File: src/rtl/mux_arb_n_if.sv
// Handshake bundle for mux_arb_n: N request channels in, one registered word out.
// The arbiter takes the slave view; producers and the consumer take the master view.
interface mux_arb_n_if #(
    parameter int N     = 4,
    parameter int WIDTH = 32,
    parameter int SELW  = $clog2(N)
) ();
    logic [N-1:0]       in_valid;
    logic [N*WIDTH-1:0] in_data;
    logic [N-1:0]       in_ready;
    logic [SELW-1:0]    ext_sel;
    logic               out_valid;
    logic [WIDTH-1:0]   out_data;
    logic [SELW-1:0]    out_sel;
    logic               out_ready;

    modport master (
        output in_valid, in_data, ext_sel, out_ready,
        input  in_ready, out_valid, out_data, out_sel
    );

    modport slave (
        input  in_valid, in_data, ext_sel, out_ready,
        output in_ready, out_valid, out_data, out_sel
    );
endinterface

File: src/rtl/mux_arb_n.sv
// N-channel registered arbitrating multiplexer: round-robin, fixed-priority or
// externally selected grant, one-cycle latency, full throughput under drain.
module mux_arb_n #(
    parameter int WIDTH = 32,
    parameter int N     = 4,
    parameter int SELW  = $clog2(N),
    parameter int MODE  = 0
) (
    input  logic       clk,
    input  logic       rst_n,
    mux_arb_n_if.slave bus
);
    logic             load_s;
    logic             found_s;
    logic             found_hi_s;
    logic [N-1:0]     elig_s;
    logic [N-1:0]     ready_s;
    logic [SELW-1:0]  base_s;
    logic [SELW-1:0]  grant_hi_s;
    logic [SELW-1:0]  grant_lo_s;
    logic [SELW-1:0]  grant_s;
    logic [WIDTH-1:0] data_s;

    logic             out_valid_r;
    logic [WIDTH-1:0] out_data_r;
    logic [SELW-1:0]  out_sel_r;
    logic [SELW-1:0]  ptr_r;

    // Eligibility: every valid channel, or only the externally selected one
    always_comb begin
        elig_s = '0;
        for (int k = 0; k < N; k++) begin
            if (MODE == 2) begin
                elig_s[k] = bus.in_valid[k] && (bus.ext_sel == SELW'(k));
            end else begin
                elig_s[k] = bus.in_valid[k];
            end
        end
    end

    // Grant search: lowest eligible index at or above base, else lowest overall.
    // With base forced to 0 outside round-robin this degenerates to fixed priority.
    always_comb begin
        base_s     = (MODE == 0) ? ptr_r : '0;
        found_hi_s = 1'b0;
        grant_hi_s = '0;
        grant_lo_s = '0;
        for (int k = N - 1; k >= 0; k--) begin
            if (elig_s[k]) begin
                grant_lo_s = SELW'(k);
                if (SELW'(k) >= base_s) begin
                    grant_hi_s = SELW'(k);
                    found_hi_s = 1'b1;
                end else begin
                    found_hi_s = found_hi_s;
                end
            end else begin
                found_hi_s = found_hi_s;
            end
        end
        found_s = |elig_s;
        grant_s = found_hi_s ? grant_hi_s : grant_lo_s;
    end

    // Accept strobes and the data word of the granted channel
    always_comb begin
        load_s  = !out_valid_r || bus.out_ready;
        ready_s = '0;
        data_s  = '0;
        for (int k = 0; k < N; k++) begin
            if (grant_s == SELW'(k)) begin
                ready_s[k] = rst_n && load_s && found_s;
                data_s     = bus.in_data[k*WIDTH +: WIDTH];
            end else begin
                ready_s[k] = 1'b0;
            end
        end
    end

    // Output register and round-robin pointer
    always_ff @(posedge clk or negedge rst_n) begin
        if (!rst_n) begin
            out_valid_r <= 1'b0;
            out_data_r  <= '0;
            out_sel_r   <= '0;
            ptr_r       <= '0;
        end else if (load_s) begin
            if (found_s) begin
                out_valid_r <= 1'b1;
                out_data_r  <= data_s;
                out_sel_r   <= grant_s;
                if (MODE == 0) begin
                    // explicit wrap so non-power-of-two N never reaches index N
                    ptr_r <= (grant_s == SELW'(N - 1)) ? '0 : grant_s + SELW'(1);
                end else begin
                    ptr_r <= '0;
                end
            end else begin
                out_valid_r <= 1'b0;
            end
        end else begin
            out_valid_r <= out_valid_r;
        end
    end

    assign bus.in_ready  = ready_s;
    assign bus.out_valid = out_valid_r;
    assign bus.out_data  = out_data_r;
    assign bus.out_sel   = out_sel_r;
endmodule
File: src/flat_wrapper.sv
// flat-port wrapper written by rule: the top's interface ports become plain ports
module mux_arb_n_flat 
#(
    parameter int WIDTH = 32,
    parameter int N     = 4,
    parameter int SELW  = $clog2(N),
    parameter int MODE  = 0
)
  (clk, rst_n, bus_in_valid, bus_in_data, bus_ext_sel, bus_out_ready, bus_in_ready, bus_out_valid, bus_out_data, bus_out_sel);
  mux_arb_n_if #(.N(N), .WIDTH(WIDTH), .SELW(SELW)) bus_i ();
  input  logic clk;
  input  logic rst_n;
  input wire logic [$bits(bus_i.in_valid)-1:0] bus_in_valid;
  input wire logic [$bits(bus_i.in_data)-1:0] bus_in_data;
  input wire logic [$bits(bus_i.ext_sel)-1:0] bus_ext_sel;
  input wire logic [$bits(bus_i.out_ready)-1:0] bus_out_ready;
  output wire logic [$bits(bus_i.in_ready)-1:0] bus_in_ready;
  output wire logic [$bits(bus_i.out_valid)-1:0] bus_out_valid;
  output wire logic [$bits(bus_i.out_data)-1:0] bus_out_data;
  output wire logic [$bits(bus_i.out_sel)-1:0] bus_out_sel;
  assign bus_i.in_valid = bus_in_valid;
  assign bus_i.in_data = bus_in_data;
  assign bus_i.ext_sel = bus_ext_sel;
  assign bus_i.out_ready = bus_out_ready;
  assign bus_in_ready = bus_i.in_ready;
  assign bus_out_valid = bus_i.out_valid;
  assign bus_out_data = bus_i.out_data;
  assign bus_out_sel = bus_i.out_sel;
  mux_arb_n #(.WIDTH(WIDTH), .N(N), .SELW(SELW), .MODE(MODE)) u_core (.clk(clk), .rst_n(rst_n), .bus(bus_i));
endmodule
File: config.mk
export PLATFORM = sky130hd
export DESIGN_NAME = mux_arb_n_flat
export DESIGN_NICKNAME = d
export VERILOG_FILES = /design/src/rtl/mux_arb_n_if.sv /design/src/rtl/mux_arb_n.sv /design/src/flat_wrapper.sv
export SDC_FILE = /design/constraint.sdc
export NUM_CORES = 1
export LEC_CHECK = 0
export CAP_MARGIN = 10
export CORE_MARGIN = 2
export CORE_UTILIZATION = 37
export DETAILED_ROUTE_END_ITERATION = 6
export GPL_TIMING_DRIVEN = 1
export PLACE_DENSITY_LB_ADDON = 0.2
export SYNTH_ARGS = -nofsm -noshare
export SYNTH_HDL_FRONTEND = slang
export SYNTH_SLANG_ARGS = --single-unit
File: constraint.sdc
create_clock -name clk -period 3.3 [get_ports clk]
set_input_delay 0.66 -clock clk [delete_from_list [all_inputs] [get_ports clk]]
set_output_delay 0.66 -clock clk [all_outputs]
set_load 0.01 [all_outputs]
# After elaboration in Yosys (flattened, before gate mapping)
# Index checks and enable logic that the tools add are counted.
# totals
elab_cells	50
mem_bits_ro	0
in_bits	137
latch_bits	0
ramBits	0
ff_bits	37
out_inout_bits	39
memories	0
# classes
n_bitwise	0
n_addsub	1
reduce_logical	7
order_cmp	4
multipliers	0
eq_ne	3
shift	0
div	0
mux	31
# ops
op	n
$mux 32	4
$mux 2	14
$mux 1	13
$eq 2x2->1 const B	2
$ge 1x2->1 const A	2
$ge 2x2->1 const A	2
$reduce_or 4->1	1
$add 2x1->2 const B	1
$eq 2x1->1 const B	1
$logic_and 1x1->1	2
$logic_not 2->1	1
$reduce_and 2->1	1
$logic_not 1->1	1
$logic_or 1x1->1	1

# Longest topological paths before layout
# Gate-level depths: netlist of the first run.
# depth
ltp_word	15
ltp_mapped	9
depth_no_buf	7

# Worst setup path before layout of the first run
# Ideal clock, no wire load.
# synth_path
kind	input to output
from	input port bus_in_valid[2]
to	output port bus_in_ready[1]
t_arrival_ps	2054
slack_ps	586
path_stages	7
path_buffers	2
t_required_ps	2640
path_cell_list	nor2b_1 a221oi_1 or2_1 ha_1 buf_2 clkbuf_1 and3_1
# synth_between
elab_chain_cells	8
elab_cells_between_ends	18
# synth_lines
item	line_no	rtl
start, declared	flat_wrapper.sv:13	input wire logic [$bits(bus_i.in_valid)-1:0] bus_in_valid;
$mux 2 / $mux 1 (equally long branches)	mux_arb_n.sv:49	if (elig_s[k]) begin
$mux 2 / $mux 1 (equally long branches)	mux_arb_n.sv:51	if (SELW'(k) >= base_s) begin
$mux 2 / $mux 1 (equally long branches)	mux_arb_n.sv:49	
$mux 2 / $mux 1 (equally long branches)	mux_arb_n.sv:51	
$mux 2 / $mux 1 (equally long branches)	mux_arb_n.sv:49	
$mux 2	mux_arb_n.sv:62	grant_s = found_hi_s ? grant_hi_s : grant_lo_s;
$eq 2x1->1	mux_arb_n.sv:71	if (grant_s == SELW'(k)) begin
$mux 1 *	mux_arb_n.sv:71	
end, declared	flat_wrapper.sv:17	output wire logic [$bits(bus_i.in_ready)-1:0] bus_in_ready;
# Mark *: on every way between the ends. The rest lies on a longest branch, timed or not.

# Worst setup path in the final report of the first run
# layout_path
from	input port bus_in_valid[2]
to	output port bus_in_ready[0]
# layout_between
elab_chain_cells	8
elab_cells_between_ends	18
# layout_lines
item	line_no
$mux 2 / $mux 1 (equally long branches)	mux_arb_n.sv:49
$mux 2 / $mux 1 (equally long branches)	mux_arb_n.sv:51
$mux 2 / $mux 1 (equally long branches)	mux_arb_n.sv:49
$mux 2 / $mux 1 (equally long branches)	mux_arb_n.sv:51
$mux 2 / $mux 1 (equally long branches)	mux_arb_n.sv:49
$mux 2	mux_arb_n.sv:62
$logic_not 2->1	mux_arb_n.sv:71
$mux 1 *	mux_arb_n.sv:71
# Marked as above.

==> reports/qor.txt, run 1 <==
CP cell instances - dlygate4sd2_1, nor2b_1, a221oi_2, or2_1, ha_1, and3_1, clkdlybuf4s50_1
Reg power frac - 0.270
CTS sink cnt - 37
Post-synthesis cell type count - 26
Pint - 1770 uW
Pre-CTS setup slack - -128 ps
Kind of critical path - in -> out
Register area share after synthesis - 0.386
Gr usage total - 0.242
Final #Nets - 548
Placed Area - 0.00424 mm2
DR DRC count - 0
Psw - 1130 uW
Core Area - 0.00631 mm2
N_diodes - 0
Worst path bufs/invs - 2
Synth-to-layout area growth - 81.8%
RSZ-0062 raised after global routing - false
Worst slew margin - 0.714
DRT iter0 DRCs - 165
Final setup margin - 236 ps
Non-Filler Instances - 485
H-Tree Depth - 2
Die Wd - 84.5 um
LEAKAGE - 0.00171 uW
Number of cells on the critical path - 7
GPL Wtd Cong - 0.769
Slowest library cell on the worst path - clkdlybuf4s50_1
Max-cap check violation count - 0
Die Area - 0.00715 mm2
P per Cell Area - 664 mW/mm2
Final setup viols - 0
Vias per inst - 5.63
Final Slew Violations - 0
Critical R2R Launch - u_core.base_s[1]$_DFFE_PN0P_
Crit path max fanout - 4
Vias - 2729
Layout cell share with drive strength beyond 1 - 0.174
CP startpoint kind - input pin
Worst R2R Path Depth - 9
Synth Warn # - 0
Final worst-path cycle share - 0.928
Synth Register Bits - 37
Inst Count DP - 475
Port-buffer cells - 173
Mapped Avg Cell Area - 10.4 um2
Hold buffer count at CTS - 0
Worst r2r dst - u_core.bus.out_data[11]$_DFFE_PN0P_
CTS Buf Count - 5
Clock network power share - 0.107
Remaining global-route overflow - 0
Top-Level Pins - 176
Routed len/inst - 18.1 um
Logic pwr share - 0.623
CTS tree - yes
Detail Route Antenna Nets - 0
Cell family with the largest share of critical-path delay - buffers and inverters
Max Root-Sink Buffers - 2
HPWL Detailed - 6640 um
Final Cell Area - 0.00436 mm2
Largest area contributor in the netlist - dfrtp_1
Post-Route Utilization - 0.691
Pin count of the biggest net entering global routing - 36
Initial antenna violation count - 0
Synth area leaders - dfrtp_1 (39%), o31ai_2 (15%), a221oi_1 (12%)
Post-Syn Area - 0.00240 mm2
Worst-skew pair later-pin latency - 280 ps
CP Capture Point - bus_in_ready[0]
Pre-Repair DR Iteration Count - 4
CTS root buf - clkbuf_8
Setup crit start - bus_in_valid[2]
Setup TNS - 0 ps
Post-synth top area share - 0.386
Peak supply drop - 0.000334 V
Worst hold path class - in -> async
Initial Util - 0.380
Switching Fraction - 0.390
First-pass GRT wire length - 14000 um
Post-Synthesis Cells - 231
Tightest Pin Transition - 429 ps
Routed wire length - 8790 um
Worst EP required - 2640 ps
Synth Net Count - 372
Final Critical Period - 3060 ps
Status - finished, final reports clean
Row cnt - 29
R2R setup slack - 890 ps
Clk_skew - 6.53 ps
CP arrival - 2400 ps
Count of final hold-check violations - 0
Fmax - 326 MHz
Clock slew at reported path FFs - 80 ps
Vias in the first global route - 2881
Die Ht - 84.5 um
Crit. End Element - output port
CP peak stage delay - 530 ps
-- synthesized netlist by cell type --
cell type  count
a21oi_1        1
a221oi_1      33
a221oi_2       1
and3_1         4
buf_2          2
buf_6          1
buf_8          3
clkbuf_1      22
dfrtp_1       37
ha_1           4
inv_1          4
mux2_1         2
mux2i_1        3
nand2_1        1
nand2b_1       3
nor2_1         3
nor2_2         1
nor2b_1        4
nor3b_1        1
nor4_4         1
o21ai_0       33
o22ai_1       31
o31ai_1        3
o31ai_2       29
o41ai_2        1
or2_1          3
-- per-layer routing --
metal / vias to the layer above / track usage / share of wire
met4: 0 / 0.0606 / 0.017
met5: - / 0 / 0
met2: 113 / 0.428 / 0.50
li1: 1296 / - / -
met1: 1307 / 0.288 / 0.40
met3: 13 / 0.0688 / 0.076
-- metrics by stage --
| step | power [uW] | hold slack (ps) |
|---|---|---|
| 4_1_cts | 2920 | 311 |
| 6_report | 2900 | 302 |
| 5_1_grt | 3100 | 325 |
| 3_5_place_dp | 2590 | 483 |
| 2_1_floorplan | 1710 | 364 |
| 3_3_place_gp | 2540 | 478 |
-- cells by family after synthesis --
kind of cell	count (synthesis)	share of synthesized area
buf+inv	32	0.0683
mux	5	0.0219
fa+ha+maj	4	0.0209
simple gates	21	0.0574
compound gates	132	0.446
flops	37	0.386
-- power groups by stage --
stage          registers [uW]  clock network, uW  logic (uW)
3_5_place_dp              792                  0        1790
2_1_floorplan             883                  0         826
3_3_place_gp              776                  0        1760
4_1_cts                   784                317        1820
6_report                  782                311        1800
5_1_grt                   813                338        1950
-- state kept, by name, indices dropped and copies added (netlist names) --
| name | cells |
|---|---|
| u_core.bus.out_sel | 2 |
| u_core.base_s | 2 |
| u_core.bus.out_valid | 1 |
| u_core.bus.out_data | 32 |
-- area by class of cell --
| type | instances | area [um2] |
|---|---|---|
| multi-input combinational | 162 | 1330 |
| clock inverter | 3 | 17.5 |
| sequential | 37 | 926 |
| fill | 517 | 1950 |
| timing repair buffer | 197 | 1910 |
| tap | 77 | 96.3 |
| clock buffer | 5 | 68.8 |
| inverter | 4 | 15.0 |
-- worst min path at each step --
stage                                      startpoint                                end  slack, ps
floorplan                                       rst_n       u_core.base_s[0]$_DFFE_PN0P_        360
global placement    u_core.bus.out_sel[0]$_DFFE_PN0P_  u_core.bus.out_sel[0]$_DFFE_PN0P_        480
detailed placement  u_core.bus.out_sel[0]$_DFFE_PN0P_  u_core.bus.out_sel[0]$_DFFE_PN0P_        480
CTS                                             rst_n  u_core.bus.out_sel[0]$_DFFE_PN0P_        310
global route                                    rst_n  u_core.bus.out_sel[0]$_DFFE_PN0P_        320
finish                                          rst_n  u_core.bus.out_sel[0]$_DFFE_PN0P_        300
-- worst register-to-register path, stage by stage (launching register included) --
cell and delay (ps):
dfrtp_1 450, mux2i_1 170, a221oi_2 240, buf_4 160
ha_1 160, buf_4 350, nor2b_2 90, buf_4 210
a221oi_1 360, o31ai_2 90
-- placed cells by master, fill, tap and decap left out --
cell | netlist | final
clkdlybuf4s50_1 | 0 | 168
a21oi_2 | 0 | 1
buf_4 | 0 | 24
and3_1 | 4 | 4
nand2_1 | 1 | 1
dlymetal6s2s_1 | 0 | 3
a221oi_1 | 33 | 32
ha_1 | 4 | 4
dfrtp_1 | 37 | 37
o22ai_1 | 31 | 31
nor2_2 | 1 | 1
nand2b_1 | 3 | 3
nor3b_1 | 1 | 1
o31ai_2 | 29 | 29
nor4_4 | 1 | 1
mux2i_1 | 3 | 3
o21ai_0 | 33 | 33
nor2b_2 | 0 | 2
or2_2 | 0 | 1
dlygate4sd2_1 | 0 | 1
o31ai_1 | 3 | 3
buf_2 | 2 | 1
nor2_1 | 3 | 3
inv_1 | 4 | 4
nor2b_1 | 4 | 2
a221oi_2 | 1 | 2
or2_1 | 3 | 2
clkinv_2 | 0 | 2
clkbuf_8 | 0 | 5
mux2_1 | 2 | 2
o41ai_2 | 1 | 1
clkinvlp_4 | 0 | 1
-- repair_timing --
action,in CTS,in global routing
buffers inserted,2,0
endpoints found under the setup margin,4,4
gates resized for setup,3,3
pin swaps,1,1
(Power assumes the default switching activity.)
==> run 2: changes to the inputs <==
--- a/config.mk
+++ b/config.mk
@@ -6,10 +6,11 @@
 export NUM_CORES = 1
 export LEC_CHECK = 0
 export CAP_MARGIN = 10
-export CORE_MARGIN = 2
+export CORE_MARGIN = 3
 export CORE_UTILIZATION = 37
 export DETAILED_ROUTE_END_ITERATION = 6
 export GPL_TIMING_DRIVEN = 1
+export MAX_ROUTING_LAYER = met4
 export PLACE_DENSITY_LB_ADDON = 0.2
 export SYNTH_ARGS = -nofsm -noshare
 export SYNTH_HDL_FRONTEND = slang
==> run 2 against run 1 <==
  * Final cell count unchanged
  * Design area grew 0.75%
  * Critical path depth rose by 1
  * Flip-flop and latch count unchanged
  * Register-to-register slack got worse by 60 ps
  * Global-route usage grew 0.71 points
  * Die area up 4.8%
  * Clock-buffer cell count unchanged
  * Via count is 2.6% higher
  * Critical endpoint is now bus_in_ready[2]
==> reports/qor.txt, run 2 (synthesis results as in run 1) <==
Commonest non-fill, non-tap cell in the layout - clkdlybuf4s50_1
Final #Nets - 550 (+0.36%)
Cell family with the largest share of critical-path delay - buffers and inverters
Synth-to-layout area growth - 83.1%
CP cell instances - clkdlybuf4s50_1, nor2b_2, a221oi_4, buf_4, nor2_1, ha_1, and3_1, clkdlybuf4s50_1
HPWL Detailed - 6900 um (+4.0%)
Status - finished, final reports clean
Routed len/inst - 19.1 um (+5.5%)
Clk_skew - 7.35 ps (+0.820 ps)
Tightest Pin Transition - 393 ps (-35.6 ps)
CP startpoint kind - input pin
DR DRC count - 0 (unchanged)
CP arrival - 2540 ps (+140 ps)
Hold buffer count at CTS - 0 (unchanged)
Layout cell share with drive strength beyond 1 - 0.180 (+0.00647)
Die Wd - 86.5 um (+2.4%)
Slowest library cell on the worst path - clkdlybuf4s50_1
Final worst-path cycle share - 0.970 (+0.0418)
Die Ht - 86.5 um (+2.4%)
Worst R2R Path Depth - 9 (unchanged)
Worst EP required - 2640 ps (about the same)
R2R setup slack - 830 ps (-60 ps)
Final Critical Period - 3200 ps (+138 ps)
Die Area - 0.00749 mm2 (+4.8%)
Pre-Repair DR Iteration Count - 4 (unchanged)
Critical R2R Launch - u_core.base_s[1]$_DFFE_PN0P_
Top-Level Pins - 176 (unchanged)
Worst path bufs/invs - 3 (+1)
CTS sink cnt - 37 (unchanged)
Total power draw - 2930 uW (+1.1%)
Worst-skew pair later-pin latency - 290 ps (about the same)
Initial antenna violation count - 0 (unchanged)
H-Tree Depth - 2 (unchanged)
Core Area - 0.00610 mm2 (-3.4%)
Commonest non-fill, non-tap cells in the layout - clkdlybuf4s50_1 (167), dfrtp_1 (37), o21ai_0 (33), a221oi_1 (32), o22ai_1 (31)
Setup TNS - 0 ps (unchanged)
Crit. End Element - output port
Remaining global-route overflow - 0 (unchanged)
Vias per inst - 5.77 (+2.6%)
First-pass GRT wire length - 14300 um (+1.7%)
CTS Buf Count - 5 (unchanged)
Pre-CTS setup slack - -55.6 ps (+72.1 ps)
Most used cell, CP - clkdlybuf4s50_1
Final setup viols - 0 (unchanged)
Initial Util - 0.394 (+0.0136)
CP peak stage delay - 540 ps (about the same)
Final Slew Violations - 0 (unchanged)
Final setup margin - 98.2 ps (-138 ps)
LEAKAGE - 0.00176 uW (+2.7%)
CTS root buf - clkbuf_8
Vias - 2799 (+2.6%)
Row cnt - 28 (-3.4%)
Fmax - 312 MHz (-4.3%)
Max Root-Sink Buffers - 2 (unchanged)
Gr usage total - 0.249 (+0.00709)
Detail Route Antenna Nets - 0 (unchanged)
RSZ-0062 raised after global routing - true
Pin count of the biggest net entering global routing - 36 (unchanged)
Crit path max fanout - 2 (-2)
P per Cell Area - 666 mW/mm2 (+0.31%)
Kind of critical path - in -> out
N_diodes - 0 (unchanged)
Port-buffer cells - 173 (unchanged)
CTS tree - yes
Routed wire length - 9270 um (+5.5%)
Max reg flops - 32 (unchanged)
Count of final hold-check violations - 0 (unchanged)
Clock slew at reported path FFs - 80 ps (about the same)
Worst slew margin - 0.738 (+0.0237)
Worst r2r dst - u_core.bus.out_data[24]$_DFFE_PN0P_
GPL Wtd Cong - 0.796 (+3.5%)
Peak supply drop - 0.000373 V (+12%)
Vias in the first global route - 2947 (+2.3%)
DRT iter0 DRCs - 178 (+7.9%)
Hold WS - 190 ps (-112 ps)
Max-cap check violation count - 0 (unchanged)
Worst hold path class - in -> async
run 2: power breakdown:
part	switching [uW]	total (uW)	internal, uW	leakage, uW
combinational	874	1830	955	0.00126
clock	173	319	146	0.0000439
sequential	110	779	670	0.000452
total	1160	2930	1770	0.00176
run 2: layout make-up:
cell class | count | area, um2
clock buffer | 5 | 68.8
inverter | 4 | 15.0
clock inverter | 3 | 17.5
timing repair buffer | 199 | 1930
tap | 75 | 93.8
fill | 509 | 1700
multi-input combinational | 162 | 1340
sequential | 37 | 926
run 2: worst reg2reg max path, delay by kind of cell, from the launching register on:
family                   cells  cell delay (ps)
AO/OA/AOI/OAI                3              750
flip-flops                   1              450
AND/OR/NAND/NOR              3              410
buffers and inverters        2              560
adder cells (fa/ha/maj)      1              170
run 2: per-stage QoR:
stage               std cells   util  area, um2
CTS                       485  0.716       4360
finish                    485  0.721       4390
floorplan                 231      -       2400
detailed placement        476  0.700       4260
global placement          476  0.700       4260
global route              485  0.721       4390
run 2: metal layers:
metal	GRT usage	wire [um]	up-vias
li1	-	-	1305
met4	0.0595	112	0
met1	0.298	3790	1360
met3	0.0504	674	11
met5	-	0	-
met2	0.430	4700	123
run 2: worst max path at each step:
| stage | from | end | slack, ps | cells after the start |
|---|---|---|---|---|
| floorplan | bus_in_valid[2] | bus_in_ready[1] | 590 | 7 |
| global placement | bus_in_valid[1] | bus_in_ready[0] | 2 | 7 |
| detailed placement | bus_in_valid[1] | bus_in_ready[0] | -60 | 7 |
| CTS | bus_in_valid[1] | bus_in_ready[1] | 30 | 8 |
| global route | bus_in_valid[2] | bus_in_ready[3] | -7 | 8 |
| finish | bus_in_valid[2] | bus_in_ready[2] | 100 | 8 |
run 2: what timing repair did:
action	in CTS	in global routing
gates resized for setup	1	8
setup endpoints to repair	4	4
pin swaps	1	2
buffers inserted	1	0
